## config.mk

```make
export PLATFORM = sky130hd
export DESIGN_NAME = fetch_stage
export DESIGN_NICKNAME = d
export VERILOG_FILES = /design/src/rtl/fetch_stage_pkg.sv /design/src/rtl/fetch_queue.sv /design/src/rtl/fetch_stage.sv
export SDC_FILE = /design/constraint.sdc
export NUM_CORES = 1
export LEC_CHECK = 0
export ABC_AREA = 1
export BUFFER_PORTS_ARGS = -buffer_cell sky130_fd_sc_hd__buf_2
export CAP_MARGIN = 5
export CORE_AREA = 2 2 184 366
export DETAILED_ROUTE_END_ITERATION = 12
export DIE_AREA = 0 0 186 368
export MAX_ROUTING_LAYER = met4
export PLACE_DENSITY_LB_ADDON = 0.15
export SETUP_SLACK_MARGIN = 0.2
export SLEW_MARGIN = 30
export SYNTH_ARGS = -nofsm -noshare
export SYNTH_HDL_FRONTEND = slang
export SYNTH_SLANG_ARGS = --single-unit
```

## constraint.sdc

```tcl
create_clock -name clk -period 6 [get_ports clk]
set_clock_uncertainty 0.05 [all_clocks]
set_input_delay 0.9 -clock clk [delete_from_list [all_inputs] [get_ports clk]]
set_output_delay 0.9 -clock clk [all_outputs]
set_load 0.01 [all_outputs]
```

## src/rtl/fetch_stage_pkg.sv

```systemverilog
// Shared instruction-type codes, RV32 opcode constants and fetch FSM states.
package fetch_stage_pkg;

  typedef enum logic [2:0] {
    R_TYPE       = 3'd0,
    I_TYPE       = 3'd1,
    S_TYPE       = 3'd2,
    SB_TYPE      = 3'd3,
    U_TYPE       = 3'd4,
    UJ_TYPE      = 3'd5,
    INVALID_TYPE = 3'd7
  } inst_type_e;

  localparam logic [6:0] OP_R      = 7'b0110011;
  localparam logic [6:0] OP_IMM    = 7'b0010011;
  localparam logic [6:0] OP_LOAD   = 7'b0000011;
  localparam logic [6:0] OP_JALR   = 7'b1100111;
  localparam logic [6:0] OP_SYSTEM = 7'b1110011;
  localparam logic [6:0] OP_STORE  = 7'b0100011;
  localparam logic [6:0] OP_BRANCH = 7'b1100011;
  localparam logic [6:0] OP_LUI    = 7'b0110111;
  localparam logic [6:0] OP_AUIPC  = 7'b0010111;
  localparam logic [6:0] OP_JAL    = 7'b1101111;

  typedef enum logic {
    ST_FETCH = 1'b0,
    ST_FLUSH = 1'b1
  } fetch_state_e;

  function automatic inst_type_e classify_opcode(input logic [6:0] opcode);
    case (opcode)
      OP_R:                                return R_TYPE;
      OP_IMM, OP_LOAD, OP_JALR, OP_SYSTEM: return I_TYPE;
      OP_STORE:                            return S_TYPE;
      OP_BRANCH:                           return SB_TYPE;
      OP_LUI, OP_AUIPC:                    return U_TYPE;
      OP_JAL:                              return UJ_TYPE;
      default:                             return INVALID_TYPE;
    endcase
  endfunction

endpackage

```

## src/rtl/fetch_queue.sv

```systemverilog
// Synchronous FIFO with occupancy count and a synchronous flush; DEPTH must be a power of two.
module fetch_queue #(
  parameter int WIDTH = 8,
  parameter int DEPTH = 4
) (
  input  logic                       clk,
  input  logic                       reset,
  input  logic                       i_push,
  input  logic [WIDTH-1:0]           i_push_data,
  input  logic                       i_pop,
  input  logic                       i_flush,
  output logic [WIDTH-1:0]           o_head,
  output logic                       o_full,
  output logic                       o_empty,
  output logic [$clog2(DEPTH):0]     o_count
);

  localparam int PTR_W = $clog2(DEPTH);
  localparam int CNT_W = PTR_W + 1;

  logic [WIDTH-1:0] r_mem [DEPTH];
  logic [PTR_W-1:0] r_wr_ptr;
  logic [PTR_W-1:0] r_rd_ptr;
  logic [CNT_W-1:0] r_count;
  logic             w_push_en;
  logic             w_pop_en;

  assign o_full    = (r_count == CNT_W'(DEPTH));
  assign o_empty   = (r_count == '0);
  assign o_count   = r_count;
  assign o_head    = r_mem[r_rd_ptr];
  assign w_pop_en  = i_pop && !o_empty;
  assign w_push_en = i_push && (!o_full || w_pop_en);

  // NOTE: storage has no reset; validity is carried entirely by the count and pointers.
  always_ff @(posedge clk) begin
    if (w_push_en && !i_flush) r_mem[r_wr_ptr] <= i_push_data;
  end

  always_ff @(posedge clk or posedge reset) begin
    if (reset) begin
      r_wr_ptr <= '0;
      r_rd_ptr <= '0;
      r_count  <= '0;
    end else if (i_flush) begin
      r_wr_ptr <= '0;
      r_rd_ptr <= '0;
      r_count  <= '0;
    end else begin
      if (w_push_en) r_wr_ptr <= r_wr_ptr + PTR_W'(1);
      if (w_pop_en)  r_rd_ptr <= r_rd_ptr + PTR_W'(1);
      r_count <= r_count + CNT_W'(w_push_en) - CNT_W'(w_pop_en);
    end
  end

endmodule

```

## src/rtl/fetch_stage.sv

```systemverilog
// Credit-based instruction fetch: issues in-order memory requests, classifies responses and
// buffers them for decode; redirects flush the buffer and drain in-flight responses.
module fetch_stage
  import fetch_stage_pkg::*;
#(
  parameter int                    INSTRUCTION_LENGTH = 32,
  parameter int                    TYPE_WIDTH         = 3,
  parameter int                    ADDR_WIDTH         = 64,
  parameter int                    QUEUE_DEPTH        = 4,
  parameter logic [ADDR_WIDTH-1:0] RESET_PC           = '0
) (
  input  logic                          clk,
  input  logic                          reset,
  output logic                          mem_req_valid,
  input  logic                          mem_req_ready,
  output logic [ADDR_WIDTH-1:0]         mem_req_addr,
  input  logic                          mem_resp_valid,
  input  logic [INSTRUCTION_LENGTH-1:0] mem_resp_data,
  input  logic                          redirect_valid,
  input  logic [ADDR_WIDTH-1:0]         redirect_pc,
  output logic                          out_valid,
  input  logic                          out_ready,
  output logic [INSTRUCTION_LENGTH-1:0] out_instruction,
  output logic [TYPE_WIDTH-1:0]         out_instruction_type,
  output logic [ADDR_WIDTH-1:0]         out_pc
);

  localparam int CNT_W   = $clog2(QUEUE_DEPTH) + 1;
  localparam int ENTRY_W = INSTRUCTION_LENGTH + TYPE_WIDTH + ADDR_WIDTH;

  fetch_state_e          r_state;
  logic [ADDR_WIDTH-1:0] r_pc;

  logic [CNT_W-1:0]      w_occupancy;
  logic [CNT_W-1:0]      w_outstanding;
  logic [CNT_W:0]        w_in_use;
  logic [CNT_W-1:0]      w_outstanding_next;
  logic                  w_req_accept;
  logic                  w_addr_pop;
  logic                  w_addr_full;
  logic                  w_addr_empty;
  logic [ADDR_WIDTH-1:0] w_resp_addr;
  logic                  w_resp_push;
  logic                  w_q_full;
  logic                  w_q_empty;
  logic [ENTRY_W-1:0]    w_q_head;
  logic [ENTRY_W-1:0]    w_q_entry;
  inst_type_e            w_type;

  // Credits cover both buffered and in-flight instructions so a response always finds room.
  assign w_in_use      = {1'b0, w_occupancy} + {1'b0, w_outstanding};
  assign mem_req_valid = !reset && (r_state == ST_FETCH) && !w_addr_full
                         && (w_in_use < (CNT_W + 1)'(QUEUE_DEPTH));
  assign mem_req_addr  = r_pc;

  assign w_req_accept       = mem_req_valid && mem_req_ready && !redirect_valid;
  assign w_addr_pop         = mem_resp_valid && !w_addr_empty;
  assign w_outstanding_next = w_outstanding + CNT_W'(w_req_accept) - CNT_W'(w_addr_pop);

  assign w_type      = classify_opcode(mem_resp_data[6:0]);
  assign w_q_entry   = {mem_resp_data, TYPE_WIDTH'(w_type), w_resp_addr};
  assign w_resp_push = w_addr_pop && (r_state == ST_FETCH) && !redirect_valid && !w_q_full;

  fetch_queue #(
    .WIDTH (ADDR_WIDTH),
    .DEPTH (QUEUE_DEPTH)
  ) u_addr_fifo (
    .clk         (clk),
    .reset       (reset),
    .i_push      (w_req_accept),
    .i_push_data (r_pc),
    .i_pop       (w_addr_pop),
    .i_flush     (1'b0),
    .o_head      (w_resp_addr),
    .o_full      (w_addr_full),
    .o_empty     (w_addr_empty),
    .o_count     (w_outstanding)
  );

  fetch_queue #(
    .WIDTH (ENTRY_W),
    .DEPTH (QUEUE_DEPTH)
  ) u_inst_queue (
    .clk         (clk),
    .reset       (reset),
    .i_push      (w_resp_push),
    .i_push_data (w_q_entry),
    .i_pop       (out_valid && out_ready),
    .i_flush     (redirect_valid),
    .o_head      (w_q_head),
    .o_full      (w_q_full),
    .o_empty     (w_q_empty),
    .o_count     (w_occupancy)
  );

  // Head fields are masked while empty because queue storage is not cleared by reset.
  assign out_valid            = !w_q_empty;
  assign out_instruction      = w_q_empty ? '0 : w_q_head[ENTRY_W-1 -: INSTRUCTION_LENGTH];
  assign out_instruction_type = w_q_empty ? '0 : w_q_head[ADDR_WIDTH +: TYPE_WIDTH];
  assign out_pc               = w_q_empty ? '0 : w_q_head[ADDR_WIDTH-1:0];

  always_ff @(posedge clk or posedge reset) begin
    if (reset) begin
      r_state <= ST_FETCH;
      r_pc    <= RESET_PC;
    end else begin
      if (redirect_valid)    r_pc <= redirect_pc & ~ADDR_WIDTH'(3);
      else if (w_req_accept) r_pc <= r_pc + ADDR_WIDTH'(4);

      if (redirect_valid)
        r_state <= (w_outstanding_next != '0) ? ST_FLUSH : ST_FETCH;
      else if (r_state == ST_FLUSH && w_outstanding_next == '0)
        r_state <= ST_FETCH;
    end
  end

endmodule
```

==> impl_metrics.tcl <==
set metrics [dict create \
    io_pins 267 \
    crit_fanout 44 \
    cp.required_ns 5.05 \
    wl_per_cell_um 20.94 \
    fin_crit_sh 0.8001 \
    grt_max_degree 196 \
    p_per_area_mw_per_mm2 402.9 \
    wl_um 80290 \
    grt-ovfl-total 0 \
    cp.arrival_ns 3.85 \
    peakVddDrop_mv 0.2863 \
    worst-setup-path-type "flop to output pin" \
    fin_setup_tns_ns 0 \
    fin_crit_ns 4.801 \
    finalHoldViolCount 0 \
    cts_tree "built" \
    io_buffers 260 \
    fp.dieH_um 368 \
    ant_nets 0 \
    start_util 0.4557 \
    post_synth.cell_area_avg_um2 11.14 \
    yosysUniqueCellTypes 42 \
    crit_start "u_inst_queue.r_rd_ptr[1]" \
    ys_warn_count 0 \
    synth_top_area_frac 0.6376 \
    grt_pass1_wl_um 119300 \
    die_area_mm2 0.06845 \
    syn_to_final_growth_pct 14.09 \
    synth_edf_count 636 \
    ff2ff_setup_slack_ns 2.78 \
    nNetsFinal 3032 \
    antenna_found_initial 1 \
    drv_cap 0 \
    yosys_most_used_dff "edfxtp_1" \
    path_clk_slew_ns 0.07 \
    yosys.area.top_type "edfxtp_1" \
    gp_congestion 0.9467 \
    cts_resized 0 \
    synthTopCellsByArea "edfxtp_1 (64%), nor2_1 (8.4%), dfrtp_1 (6.4%), o21ai_0 (5.6%), nand2_1 (4.4%)" \
    grt_pass1_vias 20540 \
    cts_htree_levels 2 \
    finalSetupViolations 0 \
    netlist_area_mm2 0.02995 \
    async_reset_ff_frac 0.1080 \
    final_core_util 0.5199 \
    drc 0 \
    slowest_stage "clkinv_2" \
    cts_sinks 713 \
    first_pass_iters 7 \
    slew_headroom 0.2937 \
    core-area_mm2 0.06573 \
    drtIter0Drc 1191 \
    via_count 20730 \
    power_leakage_nw 12.40 \
    timing.rr.start "u_inst_queue.o_count[1]" \
    via_per_inst 5.404 \
    clockRootBuffer "clkbuf_16" \
    synth_seq_cells 713 \
    place_area_mm2 0.03220 \
    worstHoldPathType "input pin to async pin" \
    clock_path_buffers 3 \
    fmax_mhz 208.3 \
    rsz0062_at_grt "false" \
    cts_buffers 61 \
    slowest_delay_ns 0.86 \
    yosysSeqAreaShare 0.7019 \
    num-fill-cells 5703 \
    syn_inst 2688 \
    post_cts_buffers 0 \
    outcome "finished, final reports clean" \
    drive_gt1_frac 0.1488 \
    hpwl_um 50540 \
    fin_hold_ws_ns 0.2835 \
    critPathLaunchType "flop" \
    crit_chain "clkinv_2 > buf_4 > nor2_1 > o21ai_0 > a21oi_1 > buf_2" \
    fp.dieW_um 186 \
    drv_slew 0 \
    endpoint_kind "output pin" \
    total_power_mw 13.77 \
    ctsHoldBuffers 0 \
    clk_latency_ns 0.63 \
    rows 133 \
    final_area_mm2 0.03418 \
    grt_usage 0.2393 \
    tightest_slew_ns 1.059 \
]
==> worst max-delay path, delay by kind of cell, from the launching register on <==
family	cells	cell delay [ns]
flip-flops	1	0.81
buffers and inverters	3	1.67
AO/OA/AOI/OAI	2	0.53
AND/OR/NAND/NOR	1	0.16
==> routing by layer <==
metal  global-route usage  wire length, um  part of all wire
met1               0.2728            31260              0.39
met2               0.4156            40850              0.51
met3              0.03096             4220             0.053
met4               0.1092             3963             0.049
met5                    -                0                 0
==> area by class of cell <==
type	instances	area, um^2	share of cell area
clock buffers	76	1633	0.04778
well taps	877	1097	0.03211
clock inverters	34	311.5	0.009116
diodes	1	2.502	0.00007322
flip-flops and latches	713	21040	0.6155
repair buffers	295	1687	0.04935
inverters	105	399.1	0.01168
multi-input cells	1734	8009	0.2343
==> per-stage QoR <==
step                      std cells  worst slack, ns
after floorplan                2691           0.1457
after global placement         3720            1.816
after detailed placement       3723            1.817
after CTS                      3833            1.131
after global routing           3835            1.066
final                          3835            1.199
==> state kept, by name, summed over array words and instances (netlist names) <==
register and count:
u_addr_fifo.r_wr_ptr 2, u_addr_fifo.r_rd_ptr 2, u_inst_queue.o_count 3, u_addr_fifo.o_count 3, r_state 1, mem_req_addr 62, u_inst_queue.r_rd_ptr 2, u_inst_queue.r_mem 388
u_inst_queue.r_wr_ptr 2, u_addr_fifo.r_mem 248
==> kinds of logic after synthesis <==
| family | synth area share |
|---|---|
| buffers and inverters | 0.03329 |
| AOI/OAI and AO/OA | 0.09311 |
| other | 0.0001252 |
| xor gates and xnor gates | 0.009357 |
| and+or+nand+nor | 0.1531 |
| adders and majority gates | 0.009106 |
| DFF | 0.7019 |
==> cells in the final DEF (no fill, tap or decap), types with 3 or more instances in the layout <==
cell type	Yosys	final
nor2_1	670	662
edfxtp_1	636	636
nand2_1	352	352
o21ai_0	338	338
buf_2	35	260
a21oi_1	102	102
inv_1	89	88
nand3_1	76	76
dfrtp_1	77	74
o22ai_1	62	62
clkbuf_16	0	61
buf_4	6	25
xor2_1	17	17
ha_1	17	17
xnor2_1	15	15
nand4_1	14	14
nor2_4	5	13
inv_2	13	12
clkinv_1	3	10
clkinv_2	0	10
clkbuf_1	91	10
o211ai_1	9	9
nand2_2	8	8
o21bai_1	7	7
o21ai_1	7	7
clkinvlp_4	0	7
nor2_2	6	6
buf_12	0	6
nor3_1	5	5
clkbuf_8	0	5
conb_1	1	4
bufinv_16	0	4
clkinv_4	0	4
fa_1	3	3
dfrtp_4	0	3
==> cell usage after synthesis (2+ instances only) <==
| cell type | n |
|---|---|
| clkbuf_1 | 91 |
| edfxtp_1 | 636 |
| nor2_4 | 5 |
| nand2_1 | 352 |
| buf_6 | 2 |
| fa_1 | 3 |
| o21ai_1 | 7 |
| o21a_1 | 2 |
| clkinv_1 | 3 |
| o22ai_1 | 62 |
| inv_1 | 89 |
| buf_2 | 35 |
| a21oi_1 | 102 |
| dfrtp_1 | 77 |
| nand4_1 | 14 |
| nor3_1 | 5 |
| o21bai_1 | 7 |
| or2_1 | 2 |
| o21ai_0 | 338 |
| ha_1 | 17 |
| nand2_4 | 2 |
| buf_4 | 6 |
| o211ai_1 | 9 |
| inv_2 | 13 |
| xnor2_1 | 15 |
| nand3_2 | 2 |
| nor2_2 | 6 |
| nor2_1 | 670 |
| xor2_1 | 17 |
| nand3_1 | 76 |
| buf_1 | 5 |
| nand2_2 | 8 |
==> power by group <==
group          internal, mW  switching (mW)  total (mW)
logic                  1.04            2.51        3.56
registers              6.00           0.357        6.36
clock network          2.10            1.75        3.85
total                  9.15            4.62        13.8
==> final timing paths <==
kind                                            end  depth (start not counted)
setup / recovery            out_instruction_type[1]                          6
hold / removal              u_inst_queue.o_count[2]                          2
setup reg to reg           u_addr_fifo.r_mem[1][14]                          9
hold reg to reg             u_addr_fifo.r_wr_ptr[0]                          1
max in group asynchronous  u_inst_queue.r_rd_ptr[0]                          3
min in group clk                   mem_req_addr[32]                          3
Note: power is estimated with default switching activity, not from simulation.
